### src/rtl/seq_10110_pkg.sv
// Shared definitions for the 10110 serial pattern detector: state encodings
// for both FSM flavours, the style selector and the pattern constant.
package seq_10110_pkg;

   localparam int STATE_W     = 3;
   localparam int PATTERN_LEN = 5;
   localparam logic [PATTERN_LEN-1:0] PATTERN = 5'b10110;

   // Moore states are named after the longest matched prefix of the pattern
   typedef enum logic [STATE_W-1:0] {
      S0 = 3'd0,
      S1 = 3'd1,
      S2 = 3'd2,
      S3 = 3'd3,
      S4 = 3'd4,
      S5 = 3'd5
   } moore_state_e;

   typedef enum logic [STATE_W-1:0] {
      M0 = 3'd0,
      M1 = 3'd1,
      M2 = 3'd2,
      M3 = 3'd3,
      M4 = 3'd4
   } mealy_state_e;

   typedef enum logic {
      STYLE_MOORE = 1'b0,
      STYLE_MEALY = 1'b1
   } fsm_style_e;

endpackage

### src/rtl/seq_10110_if.sv
// Serial data path bundle: one data bit in, two detect flags out.
interface seq_10110_if;

   logic j;
   logic w_moore;
   logic w_mealy;

   modport master (
      output j,
      input  w_moore,
      input  w_mealy
   );

   modport slave (
      input  j,
      output w_moore,
      output w_mealy
   );

endinterface

### src/rtl/seq_10110_fsm.sv
// One 10110 detector FSM; STYLE picks a registered Moore flag or a
// combinational same-cycle Mealy flag.
module seq_10110_fsm
   import seq_10110_pkg::*;
#(
   parameter fsm_style_e STYLE = STYLE_MOORE
) (
   input  logic clk,
   input  logic rst,
   input  logic j_i,
   output logic detect_o
);

   logic [STATE_W-1:0] state_q;
   logic [STATE_W-1:0] state_d;

   always_ff @(posedge clk or posedge rst) begin
      if (rst) begin
         state_q <= S0;
      end else begin
         state_q <= state_d;
      end
   end

   generate
      if (STYLE == STYLE_MOORE) begin : g_moore
         // S5 keeps the trailing "10" so overlapping matches are seen
         always_comb begin
            state_d  = S0;
            detect_o = 1'b0;
            case (state_q)
               S0: state_d = j_i ? S1 : S0;
               S1: state_d = j_i ? S1 : S2;
               S2: state_d = j_i ? S3 : S0;
               S3: state_d = j_i ? S4 : S2;
               S4: state_d = j_i ? S1 : S5;
               S5: begin
                  state_d  = j_i ? S3 : S0;
                  detect_o = 1'b1;
               end
               default: begin
                  state_d  = S0;
                  detect_o = 1'b0;
               end
            endcase
         end
      end else begin : g_mealy
         // The flag follows j directly, so only its value at the edge counts
         always_comb begin
            state_d  = M0;
            detect_o = 1'b0;
            case (state_q)
               M0: state_d = j_i ? M1 : M0;
               M1: state_d = j_i ? M1 : M2;
               M2: state_d = j_i ? M3 : M0;
               M3: state_d = j_i ? M4 : M2;
               M4: begin
                  state_d  = j_i ? M1 : M2;
                  detect_o = ~j_i;
               end
               default: begin
                  state_d  = M0;
                  detect_o = 1'b0;
               end
            endcase
         end
      end
   endgenerate

endmodule

### src/rtl/seq_10110_detector.sv
// Top level: the same serial stream feeds a Moore and a Mealy detector.
module seq_10110_detector
   import seq_10110_pkg::*;
(
   input  logic       clk,
   input  logic       rst,
   seq_10110_if.slave bus
);

   seq_10110_fsm #(
      .STYLE (STYLE_MOORE)
   ) u_moore (
      .clk      (clk),
      .rst      (rst),
      .j_i      (bus.j),
      .detect_o (bus.w_moore)
   );

   seq_10110_fsm #(
      .STYLE (STYLE_MEALY)
   ) u_mealy (
      .clk      (clk),
      .rst      (rst),
      .j_i      (bus.j),
      .detect_o (bus.w_mealy)
   );

endmodule

### src/flat_wrapper.sv
// flat-port wrapper written by rule: the top's interface ports become plain ports
module seq_10110_detector_flat import seq_10110_pkg::*;
  (clk, rst, bus_j, bus_w_moore, bus_w_mealy);
  seq_10110_if bus_i ();
  input  logic clk;
  input  logic rst;
  input wire logic [$bits(bus_i.j)-1:0] bus_j;
  output wire logic [$bits(bus_i.w_moore)-1:0] bus_w_moore;
  output wire logic [$bits(bus_i.w_mealy)-1:0] bus_w_mealy;
  assign bus_i.j = bus_j;
  assign bus_w_moore = bus_i.w_moore;
  assign bus_w_mealy = bus_i.w_mealy;
  seq_10110_detector u_core (.clk(clk), .rst(rst), .bus(bus_i));
endmodule
### config.mk
export PLATFORM = sky130hd
export DESIGN_NAME = seq_10110_detector_flat
export DESIGN_NICKNAME = d
export VERILOG_FILES = /design/src/rtl/seq_10110_pkg.sv /design/src/rtl/seq_10110_if.sv /design/src/rtl/seq_10110_fsm.sv /design/src/rtl/seq_10110_detector.sv /design/src/flat_wrapper.sv
export SDC_FILE = /design/constraint.sdc
export NUM_CORES = 1
export LEC_CHECK = 0
export BUFFER_PORTS_ARGS = -buffer_cell sky130_fd_sc_hd__buf_4
export CAP_MARGIN = 10
export CORE_AREA = 2 2 39 41
export DETAILED_ROUTE_END_ITERATION = 12
export DIE_AREA = 0 0 41 43
export PLACE_DENSITY_LB_ADDON = 0.1
export SLEW_MARGIN = 20
export SYNTH_ARGS = -nofsm -noshare
export SYNTH_HDL_FRONTEND = slang
export SYNTH_SLANG_ARGS = --single-unit
export TNS_END_PERCENT = 10
### constraint.sdc
create_clock -name clk -period 0.9 [get_ports clk]
set_input_delay 0.18 -clock clk [delete_from_list [all_inputs] [get_ports clk]]
set_output_delay 0.18 -clock clk [all_outputs]
set_load 0.01 [all_outputs]
Word level (Yosys, flattened, before mapping)
Cells that the tools add are included.
- eq/ne operators: 9
- mux-type cells: 9
- bitwise operators: 1
- reduce and logical (&&, ||, !) cells: 4
- operators with widths (kind ; count):
    $pmux W3 S5 ; 1
    $eq A3 B2 Y1 const B ; 4
    $pmux W3 S4 ; 1
    $eq A3 B3 Y1 const B ; 3
    $eq A3 B1 Y1 const B ; 2
    $logic_not A3 Y1 ; 2
    $mux W3 ; 2
    $mux W2 ; 2
    $reduce_or A2 Y1 ; 2
    $mux W1 ; 3
    $not A1 Y1 ; 1
- bits in registers: 6
- input port bits: 3
- logic and storage cells: 25

Logic depth before layout (Yosys ltp)
- depth in word-level cells: 3
- mapped depth: 4
- gate-level depth less buffers: 3

Modules after synthesis
From an unflattened synthesis, not the netlist that was laid out.
- cells, all modules: 25
- area total of the unflattened synthesis: 301.5 µm²
- by module, submodules not included (module ; instances ; cells an instance ; area each (µm²) ; sequential area each (µm²)):
    seq_10110_fsm at u_core.u_moore ; 1 ; 13 ; 157.7 ; 75.1
    seq_10110_fsm at u_core.u_mealy ; 1 ; 12 ; 143.9 ; 75.1

Worst setup path before layout
OpenSTA, ideal clock, no wires.
- path kind: register to output
- start point: reg u_core.u_mealy.state_q[0]
- end point: out bus_w_mealy
- data arrival time: 734 ps
- setup slack: -14 ps
- cell stages (with the launch flop): 4
- path buffers: 0
- path through: dfrtp_1 nor2_2 nand2_1 nor2_1
- word-level cells in the longest chain between the ends: 2
- ends and longest elaborated chain (what ; RTL line ; text):
    start, declared ; seq_10110_fsm.sv:14 ; logic [STATE_W-1:0] state_q;
    start signal, assigned ; seq_10110_fsm.sv:21 ; state_q <= state_d;
    $eq A3 B3 Y1 ; seq_10110_fsm.sv:52 ; case (state_q)
    $mux W1 ; seq_10110_fsm.sv:52 ;
    end, declared ; flat_wrapper.sv:9 ; output wire logic [$bits(bus_i.w_mealy)-1:0] bus_w_mealy;
Every way passes these cells.

Worst setup path in the final report
- start point: reg u_core.u_mealy.state_q[1]
- end point: out bus_w_mealy
Same word-level chain as after synthesis.

==> summary.md <==
| Metric | Value |
|---|---|
| Measured slew at the worst slew-check pin | `about 0.23 ns` |
| R2R Path End | `u_core.u_mealy.state_q[1]` |
| Synth warnings | `0` |
| Sequential share of the synthesized area | `48.8%` |
| Gp weighted congestion | `0.598` |
| Status | `finished, violations left` |
| Largest net degree at the start of global routing | `10` |
| Syn avg cell area | `about 11 um^2` |
| CTS sink cnt | `6` |
| Final net count | `47` |
| I/O pin count | `5` |
| Max-slew headroom | `84.6%` |
| Die area | `0.00176 mm^2` |
| Total number of vias | `236` |
| H-tree depth | `1` |
| CTS clk-pin slew, worst paths | `0.04 ns` |
| WL per Instance | `just under 9 um` |
| Placed instance count | `51` |
| # port buffers | `4` |
| Post-synthesis simple-gate area fraction | `22.8%` |
| Xor/xnor share of the synthesized area | `0%` |
| Clk_lat worst skew | `about 0.23 ns` |
| Finish-stage setup viols | `5` |
| Yosys cell types | `17` |
| RSZ-0062 raised after global routing | `true` |
| Hold wc startpoint | `bus_j` |
| Post-synthesis compound-gate area fraction | `roughly 15%` |
| ANT cells | `0` |
| Mapped Area | `308 um^2` |
| Synth Area in Adders | `0%` |
| Failing checks | `negative setup slack` |
| Period Utilization, post-route | `131%` |
| Hpwl dp | `between 300 and 400 um` |
| CP Data Arrival Time | `1.00 ns` |
| Number of remaining DRC errors | `0` |
| First-pass GRT wire length | `924 um` |
| Via density | `slightly above 4` |
| Power, Total | `924 uW` |
| Root buffer cell | `clkbuf_4` |
| ANT nets after route | `0` |
| Hold worst-path end | `u_core.u_mealy.state_q[1]` |
| Pwr dens | `between 2000 and 2500 mW/mm^2` |
| Worst hold path depth | `2` |
| Fmax | `0.851 GHz` |
| Initial DRC count | `3` |
| CTS buffer count | `3` |
| Final min period | `~1.2 ns` |
| #FFs+latches synth | `6` |
| Data required time of the worst path | `about 0.72 ns` |
| Core area | `0.00138 mm^2` |
| Worst hold path class | `input pin to register` |
| Largest family of logic cells by synthesized area | `simple AND/OR/NAND/NOR gates` |
| Worst clock skew | `0.0000396 ns` |
| WL final | `516 um` |
| Final Hold Fails | `0` |
| Die height | `approximately 43 um` |
| Worst setup margin | `-0.275 ns` |
| Worst hold margin | `0.232 ns` |
| Initial Utilization | `22.2%` |
| Post-synthesis instance total | `29` |
| Max Buffers Root-to-Sink | `2` |
| GRT Util Overall | `8.10%` |
| Worst R2R Path Depth | `4` |
| Mux contribution to synthesized area | `6.50%` |
| Slew Limit Fails | `0` |
| Final Non-Filler Cells | `58` |
| Core Rows | `14` |
| Crit start category | `register` |
| Max VDD drop | `0.929 mV` |
| Setup crit end kind | `primary output` |
| Max-cap violation count | `0` |
| Layout cells sized above 1 | `47.6%` |
| TritonRoute pass-1 iters | `4` |
| Die W | `41 um` |
| Leakage | `0.000209 uW` |
| Reg2Reg Launch Point | `u_core.u_mealy.state_q[0]` |
| CTS tree | `done` |
| Area Overhead vs Synth | `43.1%` |
| Synth Net Count | `32` |
| Number of global-route vias before repair | `238` |
| Antenna violations before repair | `0` |
| GRT overflow | `0` |
| R2R setup slack | `-0.09 ns` |
| Crit-path max FO | `2` |
| Setup TNS Final | `-0.679 ns` |
| Critical path type | `register to primary output` |
==> where the power goes <==
part	switching (uW)	total (uW)	internal, uW
registers	69.8	409	339
logic	107	287	180
clock network	78.7	228	150
==> layer usage <==
| layer | wire length [um] | global-route usage, % |
|---|---|---|
| met2 | 241 | 8.44 |
| met5 | 0 | 0 |
| met3 | 21 | 3.14 |
| met1 | 253 | 11.6 |
| met4 | 0 | 8.00 |
==> layout make-up <==
| cell class | count | area (um^2) |
|---|---|---|
| sequential | 6 | 153 |
| fill | 146 | 943 |
| inverter | 3 | 11.3 |
| timing repair buffer | 11 | 88.8 |
| tap | 16 | 20.0 |
| multi-input combinational | 19 | 145 |
| clock buffer | 3 | 22.5 |
==> state kept, by name, indices dropped and copies added (netlist names) <==
signal / cells
u_core.u_moore.state_q: 3
u_core.u_mealy.state_q: 3
==> synth_stat cells <==
cell,n,area (um^2)
a21o_1,1,7.51
a21oi_1,2,10.0
buf_6,1,11.3
dfrtp_1,6,150
inv_1,3,11.3
mux2i_1,2,20.0
nand2_1,1,3.75
nand2b_1,1,6.26
nand2b_4,1,13.8
nand3b_1,1,7.51
nand4b_1,1,8.76
nor2_1,3,11.3
nor2_2,1,6.26
nor3b_2,1,12.5
o21a_1,1,7.51
o22ai_1,2,12.5
o31ai_1,1,7.51
==> cell families (layout without fill, tap and decap cells) <==
kind of cell,after synthesis,in the layout
buf+inv,4,17
compound gates,7,7
simple gates,10,10
mux,2,2
flops,6,6
==> worst max-delay path: stages, from the launching register on <==
cell     delay [ns]
dfrtp_1        0.38
nor2_2         0.12
nand2_1        0.07
nor2_2         0.07
buf_4          0.12
==> per-stage QoR <==
step | util, % | cell area (um^2) | setup WS [ns]
2_1_floorplan | - | 310 | 0.0153
3_3_place_gp | 26.9 | 372 | -0.0340
3_5_place_dp | 26.9 | 372 | -0.0512
4_1_cts | 31.4 | 434 | -0.286
5_1_grt | 31.8 | 440 | -0.357
6_report | 31.8 | 440 | -0.275
==> worst max path at each step <==
stage / start / to / cells after the start
2_1_floorplan: u_core.u_moore.state_q[1] / bus_w_moore / 2
3_3_place_gp: u_core.u_mealy.state_q[1] / bus_w_mealy / 4
3_5_place_dp: u_core.u_mealy.state_q[1] / bus_w_mealy / 4
4_1_cts: u_core.u_mealy.state_q[0] / bus_w_mealy / 4
5_1_grt: u_core.u_mealy.state_q[1] / bus_w_mealy / 4
6_report: u_core.u_mealy.state_q[1] / bus_w_mealy / 4
==> repair_timing <==
action,4_1_cts,5_1_grt
gates resized for setup,1,3
cloned,0,0
hold buffers,1,0
buffers inserted,3,0
pin swaps,1,2
hold endpoints to repair,6,0
setup endpoints to repair,5,6
==> cells in the final DEF (no fill, tap or decap), drive strengths merged, types with 2 or more instances in the layout <==
master,n
nor2,4
inv,3
nand2b,2
a21oi,2
clkbuf,3
dfrtp,6
o22ai,2
mux2i,2
buf,10
Note: power is estimated with default switching activity, not from simulation.
